## config.mk

```make
export PLATFORM = sky130hd
export DESIGN_NAME = usb_rx_packer
export DESIGN_NICKNAME = d
export VERILOG_FILES = /design/src/rtl/usb_rx_packer.sv
export SDC_FILE = /design/constraint.sdc
export NUM_CORES = 1
export LEC_CHECK = 0
export ABC_AREA = 1
export CAP_MARGIN = 0
export CORE_ASPECT_RATIO = 0.5
export CORE_MARGIN = 1.5
export CORE_UTILIZATION = 47
export DETAILED_ROUTE_END_ITERATION = 6
export GPL_TIMING_DRIVEN = 0
export PLACE_DENSITY = 0.8
export SLEW_MARGIN = 15
export SYNTH_ARGS = -nofsm -noshare
export SYNTH_HDL_FRONTEND = slang
export SYNTH_SLANG_ARGS = --single-unit
```

## constraint.sdc

```tcl
create_clock -name clk -period 3.8 [get_ports clk]
set_input_delay 0.57 -clock clk [delete_from_list [all_inputs] [get_ports clk]]
set_output_delay 0.57 -clock clk [all_outputs]
set_load 0.02 [all_outputs]
```

## src/rtl/usb_rx_packer.sv

```systemverilog
// USB receive packet assembler: LSB-first bits -> PID / payload / CRC16 fields with valid/ready.
// Optional CRC residual check compiled in with USB_RX_PACKER_CRC_CHECK_EN.
module usb_rx_packer #(
    parameter int MAX_DATA_BYTES = 8,
    localparam int CNT_W = $clog2(MAX_DATA_BYTES + 1)
) (
    input  logic                        clk,
    input  logic                        rst,
    input  logic                        bit_in,
    input  logic                        bit_valid,
    input  logic                        eop,
    input  logic                        pkt_ready,
    output logic                        pkt_valid,
    output logic [7:0]                  pid,
    output logic [8*MAX_DATA_BYTES-1:0] data,
    output logic [CNT_W-1:0]            byte_count,
    output logic [15:0]                 crc16,
    output logic                        pid_err,
    output logic                        len_err,
    output logic                        crc_err,
    output logic                        overrun,
    output logic                        busy
);

    typedef enum logic [1:0] {IDLE, PID, BODY, DONE} state_t;

    localparam logic [CNT_W-1:0] MAX_CNT = CNT_W'(MAX_DATA_BYTES);

    state_t                      state_q, state_d;
    logic [7:0]                  sr_q, sr_d;
    logic [2:0]                  bit_cnt_q, bit_cnt_d;
    logic [7:0]                  h0_q, h0_d, h1_q, h1_d;
    logic [1:0]                  hcnt_q, hcnt_d;
    logic [7:0]                  pid_q, pid_d;
    logic [8*MAX_DATA_BYTES-1:0] data_q, data_d;
    logic [CNT_W-1:0]            byte_count_q, byte_count_d;
    logic [15:0]                 crc16_q, crc16_d;
    logic                        pid_err_q, pid_err_d;
    logic                        len_err_q, len_err_d;
    logic                        overrun_q, overrun_d;
`ifdef USB_RX_PACKER_CRC_CHECK_EN
    logic [15:0]                 crc_q, crc_d;
    logic                        crc_err_q, crc_err_d;
`endif

    always_comb begin
        state_d      = state_q;
        sr_d         = sr_q;
        bit_cnt_d    = bit_cnt_q;
        h0_d         = h0_q;
        h1_d         = h1_q;
        hcnt_d       = hcnt_q;
        pid_d        = pid_q;
        data_d       = data_q;
        byte_count_d = byte_count_q;
        crc16_d      = crc16_q;
        pid_err_d    = pid_err_q;
        len_err_d    = len_err_q;
        overrun_d    = 1'b0;
`ifdef USB_RX_PACKER_CRC_CHECK_EN
        crc_d        = crc_q;
        crc_err_d    = crc_err_q;
`endif
        case (state_q)
            IDLE: begin
                if (bit_valid) begin
                    sr_d         = {bit_in, 7'b0};
                    bit_cnt_d    = 3'd1;
                    hcnt_d       = 2'd0;
                    data_d       = '0;
                    byte_count_d = '0;
                    crc16_d      = '0;
                    pid_err_d    = 1'b0;
                    len_err_d    = 1'b0;
`ifdef USB_RX_PACKER_CRC_CHECK_EN
                    crc_err_d    = 1'b0;
`endif
                    state_d      = PID;
                    // a single-bit packet still reports its partial PID
                    if (eop) begin
                        pid_d     = sr_d;
                        len_err_d = 1'b1;
                        state_d   = DONE;
                    end
                end
            end
            PID: begin
                if (bit_valid) begin
                    sr_d      = {bit_in, sr_q[7:1]};
                    bit_cnt_d = bit_cnt_q + 3'd1;
                    if (bit_cnt_q == 3'd7) begin
                        pid_d     = sr_d;
                        pid_err_d = (sr_d[7:4] != ~sr_d[3:0]);
                        state_d   = BODY;
`ifdef USB_RX_PACKER_CRC_CHECK_EN
                        crc_d     = 16'hFFFF;
`endif
                    end
                end
                if (eop) begin
                    if (state_d != BODY) begin
                        pid_d     = sr_d;
                        len_err_d = 1'b1;
                    end
                    state_d = DONE;
                end
            end
            BODY: begin
                if (bit_valid) begin
                    sr_d      = {bit_in, sr_q[7:1]};
                    bit_cnt_d = bit_cnt_q + 3'd1;
`ifdef USB_RX_PACKER_CRC_CHECK_EN
                    // reflected CRC16, poly 0x8005 -> 0xA001
                    crc_d = {1'b0, crc_q[15:1]} ^ ((crc_q[0] ^ bit_in) ? 16'hA001 : 16'h0000);
`endif
                    if (bit_cnt_q == 3'd7) begin
                        // the last two bytes are held back: they may turn out to be the CRC
                        if (hcnt_q == 2'd2) begin
                            if (byte_count_q == MAX_CNT) begin
                                len_err_d = 1'b1;
                            end else begin
                                for (int k = 0; k < MAX_DATA_BYTES; k++)
                                    if (byte_count_q == CNT_W'(k)) data_d[8*k +: 8] = h1_q;
                                byte_count_d = byte_count_q + 1'b1;
                            end
                        end else begin
                            hcnt_d = hcnt_q + 2'd1;
                        end
                        h1_d = h0_q;
                        h0_d = sr_d;
                    end
                end
                if (eop) begin
                    crc16_d   = (hcnt_d == 2'd2) ? {h0_d, h1_d} : 16'h0000;
                    len_err_d = len_err_d | (bit_cnt_d != 3'd0) | (hcnt_d == 2'd1);
`ifdef USB_RX_PACKER_CRC_CHECK_EN
                    crc_err_d = (hcnt_d == 2'd2) && ({<<{crc_d}} != 16'h800D);
`endif
                    state_d   = DONE;
                end
            end
            DONE: begin
                overrun_d = bit_valid | eop;
                if (pkt_ready) state_d = IDLE;
            end
            default: state_d = IDLE;
        endcase
    end

    always_ff @(posedge clk or posedge rst) begin
        if (rst) begin
            state_q      <= IDLE;
            sr_q         <= '0;
            bit_cnt_q    <= '0;
            h0_q         <= '0;
            h1_q         <= '0;
            hcnt_q       <= '0;
            pid_q        <= '0;
            data_q       <= '0;
            byte_count_q <= '0;
            crc16_q      <= '0;
            pid_err_q    <= 1'b0;
            len_err_q    <= 1'b0;
            overrun_q    <= 1'b0;
`ifdef USB_RX_PACKER_CRC_CHECK_EN
            crc_q        <= '0;
            crc_err_q    <= 1'b0;
`endif
        end else begin
            state_q      <= state_d;
            sr_q         <= sr_d;
            bit_cnt_q    <= bit_cnt_d;
            h0_q         <= h0_d;
            h1_q         <= h1_d;
            hcnt_q       <= hcnt_d;
            pid_q        <= pid_d;
            data_q       <= data_d;
            byte_count_q <= byte_count_d;
            crc16_q      <= crc16_d;
            pid_err_q    <= pid_err_d;
            len_err_q    <= len_err_d;
            overrun_q    <= overrun_d;
`ifdef USB_RX_PACKER_CRC_CHECK_EN
            crc_q        <= crc_d;
            crc_err_q    <= crc_err_d;
`endif
        end
    end

    assign pkt_valid  = (state_q == DONE);
    assign busy       = (state_q != IDLE);
    assign pid        = pid_q;
    assign data       = data_q;
    assign byte_count = byte_count_q;
    assign crc16      = crc16_q;
    assign pid_err    = pid_err_q;
    assign len_err    = len_err_q;
    assign overrun    = overrun_q;
`ifdef USB_RX_PACKER_CRC_CHECK_EN
    assign crc_err    = crc_err_q;
`else
    assign crc_err    = 1'b0;
`endif

endmodule

```

==> results.sh, run 1 <==
export IMPL_antenna_found_initial=0
export IMPL_drt_pre_antenna_iters=5
export IMPL_yosys_area_top_type="dfrtp_1"
export IMPL_synth_nets=646
export IMPL_hold_buffers=0
export IMPL_cp_end_kind="primary output"
export IMPL_yosysTopAreaCellShare_pct=55.72
export IMPL_avgViaCountPerCell=5.366
export IMPL_synth_area_sq_um=5659
export IMPL_yosysUniqueCellTypes=34
export IMPL_final_net_count=770
export IMPL_yosys_top_cells_area="dfrtp_1 56%, o21ai_0 12%, nand2_1 8.6%"
export IMPL_die_area_sq_um=12750
export IMPL_peakVddDrop_mv=0.3594
export IMPL_finalClockSkew_ps=7.630
export IMPL_route_detailed_drc=0
export IMPL_core_area_sq_um=11770
export IMPL_vias=4990
export IMPL_antenna_left=0
export IMPL_crit_fanout=8
export IMPL_die_h_um=80.59
export IMPL_power_density_nw_per_um2=841.8
export IMPL_htree_levels=4
export IMPL_port_buffers=102
export IMPL_status="completed"
export IMPL_critical_path_required_ps=3230
export IMPL_finalCritPeriodShare_pct=66.31
export IMPL_setup_worst_path_start_class="register"
export IMPL_clock_sinks=126
export IMPL_synth_seq_cells=126
export IMPL_worstHoldPathType="reg -> reg"
export IMPL_dieWidth_um=158.2
export IMPL_setup_violations=0
export IMPL_drt_wl_total_um=15050
export IMPL_max_clock_path_buffers=2
export IMPL_pin_count=104
export IMPL_antenna_cells=0
export IMPL_tightest_slew_ps=767.1
export IMPL_postCtsSetupBuffers=0
export IMPL_slew_headroom_pct=48.75
export IMPL_dp_hpwl_um=10370
export IMPL_syn_to_final_growth_pct=34.16
export IMPL_final_setup_tns_ps=0
export IMPL_synthCells=628
export IMPL_grt_remaining_overflow=0
export IMPL_drive_above_1_share_pct=9.020
export IMPL_drtIter0Drc=390
export IMPL_clk_latency_ps=420
export IMPL_leakagePower_nw=3.317
export IMPL_synth_edf_count=0
export IMPL_fill_cells=929
export IMPL_cts_buffers_inserted=17
export IMPL_fin_cells=930
export IMPL_routedWlPerCell_um=16.18
export IMPL_finalCriticalPeriod_ps=2520
export IMPL_avgSynthCellArea_sq_um=9.011
export IMPL_yosysMostFrequentCell="o21ai_0"
export IMPL_yosys_warnings=0
export IMPL_finalHoldViolCount=0
export IMPL_fmax_ghz=0.3969
export IMPL_grt_pass1_vias=4890
export IMPL_grt_usage_pct=25.52
export IMPL_clk_pin_slew_worst_paths_ps=60
export IMPL_tritoncts="done"
export IMPL_maxSlewViolCount=0
export IMPL_ctsResizeCount=0
export IMPL_grt_pass1_wl_um=24520
export IMPL_synth_ff_type="dfrtp_1"
export IMPL_rsz0062_at_grt="false"
export IMPL_rows=28
export IMPL_gp_congestion=0.8883
export IMPL_arrival_ps=1950
export IMPL_yosys_top_cells_count="136 x o21ai_0, 129 x nand2_1, 126 x dfrtp_1"
export IMPL_crit_type="reg -> out"
export IMPL_grt_max_degree=39
export IMPL_place_inst=898
export IMPL_synth_seq_area_share_pct=55.72
export IMPL_async_flop_share_pct=100.0
export IMPL_initial_core_util_pct=48.08
export IMPL_total_power_mw=6.391
export IMPL_cts_root_buf="clkbuf_16"
export IMPL_drv_cap=0
-- placed cells by master (no fill, tap or decap), drive strengths merged, types with 2 or more instances in the layout --
cell type and count:
bufinv 4, xnor2 4, clkbuf 36, o21ai 175
nand2 137, buf 17, clkdlybuf4s50 102, dfrtp 126
ha 12, nand3 14, a21oi 23, xor2 2
o211ai 3, inv 70, nor2 14, o22ai 14
clkinvlp 4
-- metrics by stage --
| stage | hold WS [ps] | util [%] | setup WS [ps] | area (sq um) |
|---|---|---|---|---|
| after floorplan | 471.6 | - | 1677 | 5663 |
| after global placement | 468.9 | 58.54 | 604.6 | 6890 |
| after CTS | 486.7 | 64.50 | 1277 | 7592 |
| after detailed placement | 472.8 | 59.11 | 1248 | 6958 |
| final | 481.8 | 64.50 | 1280 | 7592 |
| after global routing | 504.2 | 64.50 | 1135 | 7592 |
-- power breakdown --
| part | total, mW | internal (mW) | switching [mW] |
|---|---|---|---|
| combinational | 2.63 | 1.00 | 1.63 |
| clock | 1.75 | 1.15 | 0.596 |
| sequential | 2.01 | 1.74 | 0.274 |
| total | 6.39 | 3.89 | 2.50 |
-- cell families after synthesis --
group                      after synthesis  synth area share (%)
AOI/OAI and AO/OA                      218                 20.41
and+or+nand+nor                        168                 12.67
DFF                                    126                 55.72
buffers and inverters                   97                 7.561
xor gates and xnor gates                 6                0.9286
other                                    1               0.06626
adders and majority gates               12                 2.653
-- worst max-delay path: stages (launching register included) --
cell and delay (ps):
dfrtp_1 400, inv_1 140, ha_1 370, inv_2 80, clkdlybuf4s50_1 540
-- path summary, 6_finish.rpt --
check | start | end | slack (ps) | depth (start not counted)
worst max-delay path | state_q[1] | busy | 1280 | 4
worst min register to register | data[50] | data[50] | 480 | 2
min in group asynchronous | rst | data[24] | 650 | 2
worst min-delay path | data[50] | data[50] | 480 | 2
max in group asynchronous | rst | data[23] | 2530 | 3
worst max register to register | state_q[0] | data[40] | 1340 | 6
-- layer usage --
layer / global-route usage (%) / vias to the layer above / routed length (um)
met5: 0 / - / 0
met4: 12.34 / 0 / 564
met3: 6.152 / 44 / 722
met2: 42.53 / 185 / 7316
met1: 31.43 / 2417 / 6446
li1: - / 2344 / -
-- sequential cells by signal, indices dropped and copies added, names as in the netlist, 3 cells and up --
register    flops
data           64
h0_q            8
h1_q            8
crc16          16
pid             8
byte_count      4
sr_q            8
bit_cnt_q       3
-- final cells by class --
class / count / area (sq um) / area share, %
Sequential cell: 126 / 3153 / 41.53
Buffer: 27 / 162.7 / 2.142
Inverter: 70 / 269.0 / 3.543
Clock buffer: 23 / 478.0 / 6.295
Clock inverter: 9 / 156.4 / 2.060
Tap cell: 165 / 206.4 / 2.719
Timing Repair Buffer: 105 / 1089 / 14.34
Multi-Input combinational cell: 405 / 2078 / 27.37
Note: power is estimated with default switching activity, not from simulation.
==> inputs of run 2 (changes only) <==
- CORE_UTILIZATION: 47 -> 52
- PLACE_DENSITY: 0.8 -> 0.83
- clock period: 3.8 -> 2.6 ns (I/O delays scaled with it)
==> results.sh, run 2 (synthesized netlist as in run 1, its figures left out) <==
export IMPL_crit_type="reg -> reg"
export IMPL_htree_levels=4
export IMPL_cp_buffers_inverters=3
export IMPL_slowest_delay_ps=420
export IMPL_grt_max_degree=30
export IMPL_drive_above_1_share_pct=9.162
export IMPL_initial_core_util_pct=54.53
export IMPL_cpMostUsedCell="clkbuf_1"
export IMPL_peakVddDrop_mv=0.6275
export IMPL_antenna_found_initial=0
export IMPL_dieWidth_um=150.5
export IMPL_hold_worst_slack_ps=398.2
export IMPL_dp_hpwl_um=10050
export IMPL_ctsResizeCount=0
export IMPL_port_buffers=102
export IMPL_antenna_left=0
export IMPL_route_detailed_drc=0
export IMPL_drt_pre_antenna_iters=5
export IMPL_hold_buffers=0
export IMPL_pin_count=104
export IMPL_arrival_ps=2730
export IMPL_postCtsSetupBuffers=0
export IMPL_slew_headroom_pct=58.47
export IMPL_cts_root_buf="clkbuf_16"
export IMPL_routedWlPerCell_um=16.81
export IMPL_grt_remaining_overflow=0
export IMPL_crit_family="buffers and inverters"
export IMPL_die_area_sq_um=11560
export IMPL_maxSlewViolCount=0
export IMPL_rows=26
export IMPL_finalCritPeriodShare_pct=92.82
export IMPL_tritoncts="done"
export IMPL_drt_wl_total_um=15190
export IMPL_fmax_ghz=0.4143
export IMPL_critical_path_required_ps=2920
export IMPL_grt_usage_pct=28.18
export IMPL_drtIter0Drc=483
export IMPL_worstHoldPathType="in -> async"
export IMPL_final_net_count=771
export IMPL_tightest_slew_ps=621.7
export IMPL_drv_cap=0
export IMPL_leakagePower_nw=3.335
export IMPL_vias=5055
export IMPL_setup_worst_path_start_class="register"
export IMPL_finalCriticalPeriod_ps=2413
export IMPL_core_area_sq_um=10380
export IMPL_final_cell_mix="136 x o21ai_0, 129 x nand2_1, 126 x dfrtp_1, 102 x clkdlybuf4s50_1, 67 x inv_1"
export IMPL_setup_violations=0
export IMPL_antenna_cells=0
export IMPL_layout_commonest_cell="o21ai_0"
export IMPL_grt_pass1_wl_um=24780
export IMPL_status="completed"
export IMPL_grt_pass1_vias=4817
export IMPL_cp_slowest_cell="dfrtp_1"
export IMPL_cts_buffers_inserted=17
export IMPL_final_util_pct=73.11
export IMPL_syn_to_final_growth_pct=34.07
export IMPL_max_clock_path_buffers=2
export IMPL_finalClockSkew_ps=5.787
export IMPL_clk_latency_ps=420
export IMPL_clk_pin_slew_worst_paths_ps=50
export IMPL_largest_reg_flops=64
export IMPL_power_density_nw_per_um2=1248
export IMPL_finalHoldViolCount=0
export IMPL_rsz0062_at_grt="false"
export IMPL_clock_sinks=126
export IMPL_cp_end_kind="register"
export IMPL_avgViaCountPerCell=5.592
export IMPL_crit_chain="inv_1 > ha_1 > clkbuf_1 > clkbuf_1 > nand2_1 > o21ai_0"
export IMPL_gp_congestion=0.8683
export IMPL_die_h_um=76.77
export IMPL_crit_fanout=10
==> run 2: path summary, 6_finish.rpt <==
path | to | cells after the start | slack (ps) | startpoint
worst max-delay path | data[27] | 6 | 190 | state_q[0]
worst min-delay path | data[30] | 2 | 400 | rst
worst max register to register | data[27] | 6 | 190 | state_q[0]
worst min register to register | data[39] | 2 | 480 | data[39]
max in group asynchronous | pid[4] | 4 | 1480 | rst
min in group clk | data[39] | 2 | 480 | data[39]
==> run 2: metrics by stage <==
| stage | setup slack, ps | setup TNS, ps | power, mW | cells | cell area (sq um) |
|---|---|---|---|---|---|
| after floorplan | 656.7 | 0 | 5.236 | 628 | 5663 |
| after global placement | -423.5 | -52740 | 6.609 | 870 | 6859 |
| after detailed placement | 248.8 | 0 | 6.728 | 874 | 6939 |
| after CTS | 219.8 | 0 | 9.442 | 904 | 7587 |
| after global routing | 10.30 | 0 | 9.994 | 904 | 7587 |
| final | 186.6 | 0 | 9.470 | 904 | 7587 |
==> run 2: cell type report <==
cell class | instances | area (sq um)
sequential | 126 | 3153
fill | 719 | 2790
multi-input combinational | 405 | 2078
timing repair buffer | 106 | 1101
clock buffer | 18 | 429.2
inverter | 70 | 269.0
clock inverter | 12 | 219.0
tap | 140 | 175.2
buffer | 27 | 162.7
==> run 2: power breakdown <==
group	total, mW	internal [mW]	switching, mW
sequential	2.95	2.54	0.409
combinational	3.87	1.47	2.40
clock	2.65	1.78	0.866
==> run 2: per-layer routing <==
layer	track usage [%]	vias to the layer above	wire length [um]	share of wire, %
met2	44.86	211	7268	48
li1	-	2343	-	-
met1	37.64	2471	6646	44
met3	6.071	30	974	6.4
met4	11.47	0	303	2.0
met5	0	-	0	0
==> inputs of run 3 (changes only) <==
- CORE_MARGIN: 1.5 -> 2
==> results.sh, run 3 (synthesized netlist as in run 1, its figures left out) <==
export IMPL_routedWlPerCell_um=17.33
export IMPL_grt_pass1_wl_um=25340
export IMPL_drt_pre_antenna_iters=5
export IMPL_grt_pass1_vias=5030
export IMPL_crit_fanout=10
export IMPL_antenna_cells=0
export IMPL_htree_levels=4
export IMPL_crit_family="buffers and inverters"
export IMPL_grt_usage_pct=28.13
export IMPL_dieWidth_um=151.5
export IMPL_finalHoldViolCount=0
export IMPL_p_int_mw=5.732
export IMPL_cts_buffers_inserted=17
export IMPL_power_density_nw_per_um2=1255
export IMPL_route_detailed_drc=0
export IMPL_cts_root_buf="clkbuf_16"
export IMPL_die_h_um=77.77
export IMPL_postCtsSetupBuffers=0
export IMPL_grt_max_degree=37
export IMPL_crit_type="reg -> reg"
export IMPL_initial_core_util_pct=54.36
export IMPL_rsz0062_at_grt="false"
export IMPL_worstHoldPathType="in -> async"
export IMPL_cpMostUsedCell="clkbuf_1"
export IMPL_setup_worst_path_start_class="register"
export IMPL_pin_count=104
export IMPL_clock_sinks=126
export IMPL_setup_violations=0
export IMPL_cp_end_kind="register"
export IMPL_ctsResizeCount=0
export IMPL_clkPwrFrac_pct=28.0
export IMPL_syn_to_final_growth_pct=33.78
export IMPL_cp_buffers_inverters=3
export IMPL_arrival_ps=2820
export IMPL_max_clock_path_buffers=2
export IMPL_fmax_ghz=0.4001
export IMPL_seq_power_share_pct=31.1
export IMPL_total_power_mw=9.500
export IMPL_critical_path_required_ps=2920
export IMPL_port_buffers=102
export IMPL_dp_slack_ps=256.6
export IMPL_clk_latency_ps=420
export IMPL_slowest_delay_ps=450
export IMPL_comb_power_share_pct=40.8
export IMPL_leakagePower_nw=3.323
export IMPL_drive_above_1_share_pct=9.293
export IMPL_sw_frac_of_total_pct=39.66
export IMPL_final_cell_mix="136 x o21ai_0, 129 x nand2_1, 126 x dfrtp_1, 102 x clkdlybuf4s50_1, 67 x inv_1"
export IMPL_setup_ws_ps=100.6
export IMPL_layout_commonest_cell="o21ai_0"
export IMPL_gp_congestion=0.8635
export IMPL_status="completed"
export IMPL_maxSlewViolCount=0
export IMPL_hold_buffers=0
export IMPL_cp_slowest_cell="nand2_1"
export IMPL_drt_wl_total_um=15670
export IMPL_antenna_left=0
export IMPL_tightest_slew_ps=561.7
export IMPL_drtIter0Drc=392
export IMPL_tritoncts="done"
export IMPL_clk_pin_slew_worst_paths_ps=60
export IMPL_antenna_found_initial=0
export IMPL_dp_hpwl_um=10160
export IMPL_finalCriticalPeriod_ps=2499
export IMPL_rows=26
export IMPL_core_area_sq_um=10410
export IMPL_drv_cap=0
export IMPL_final_net_count=770
export IMPL_crit_chain="inv_1 > ha_1 > clkbuf_1 > clkbuf_1 > nand2_1 > o21ai_0"
export IMPL_vias=5113
export IMPL_slew_headroom_pct=62.48
export IMPL_avgViaCountPerCell=5.656
export IMPL_largest_reg_flops=64
export IMPL_finalCritPeriodShare_pct=96.13
export IMPL_peakVddDrop_mv=0.6323
export IMPL_switchingPower_mw=3.768
export IMPL_finalClockSkew_ps=9.395
export IMPL_grt_remaining_overflow=0
export IMPL_die_area_sq_um=11780
==> run 3: stage by stage <==
stage | std cells | cell area, sq um | setup TNS (ps) | util [%] | hold WS, ps
after global routing | 904 | 7571 | 0 | 72.73 | 425.4
after CTS | 904 | 7571 | 0 | 72.73 | 386.1
final | 904 | 7571 | 0 | 72.73 | 373.5
after floorplan | 628 | 5663 | 0 | - | 471.6
after global placement | 870 | 6859 | -56540 | 65.89 | 465.6
after detailed placement | 873 | 6919 | 0 | 66.47 | 471.9
==> run 3: worst reg2reg max path, delay by kind of cell (launching register included) <==
family	cells	cell delay [ps]
buffers and inverters	3	910
and+or+nand+nor	1	450
DFF	1	420
AOI/OAI and AO/OA	1	330
adders and majority gates	1	300
==> run 3: path summary, 6_finish.rpt <==
kind / start / end / slack, ps / cells past startpoint
max: state_q[0] / data[7] / 100 / 6
min: rst / data[45] / 370 / 2
max reg2reg: state_q[0] / data[7] / 100 / 6
min reg2reg: data[40] / data[40] / 480 / 2
max in group asynchronous: rst / crc16[9] / 1660 / 3
min in group clk: data[40] / data[40] / 480 / 2
==> run 3: area by class of cell <==
type | instances | area (sq um)
fill | 731 | 2839
multi-input combinational | 405 | 2078
timing repair buffer | 105 | 1081
clock buffer | 18 | 439.2
sequential | 126 | 3153
inverter | 70 | 269.0
clock inverter | 13 | 212.7
buffer | 27 | 162.7
tap | 140 | 175.2
==> run 3: per-layer routing <==
metal | up-vias | wire length, um | global-route usage, %
met4 | 0 | 419 | 12.22
met5 | - | 0 | 0
met2 | 250 | 7377 | 45.88
met1 | 2477 | 6713 | 36.28
li1 | 2346 | - | -
met3 | 40 | 1159 | 6.412
==> run 3: power groups by stage <==
stage / Clock [mW] / Sequential, mW / Combinational [mW]
floorplan: 0 / 3.38 / 1.85
global placement: 0 / 2.95 / 3.66
detailed placement: 0 / 2.97 / 3.78
CTS: 2.66 / 2.94 / 3.85
global route: 2.76 / 3.01 / 4.24
finish: 2.66 / 2.96 / 3.88
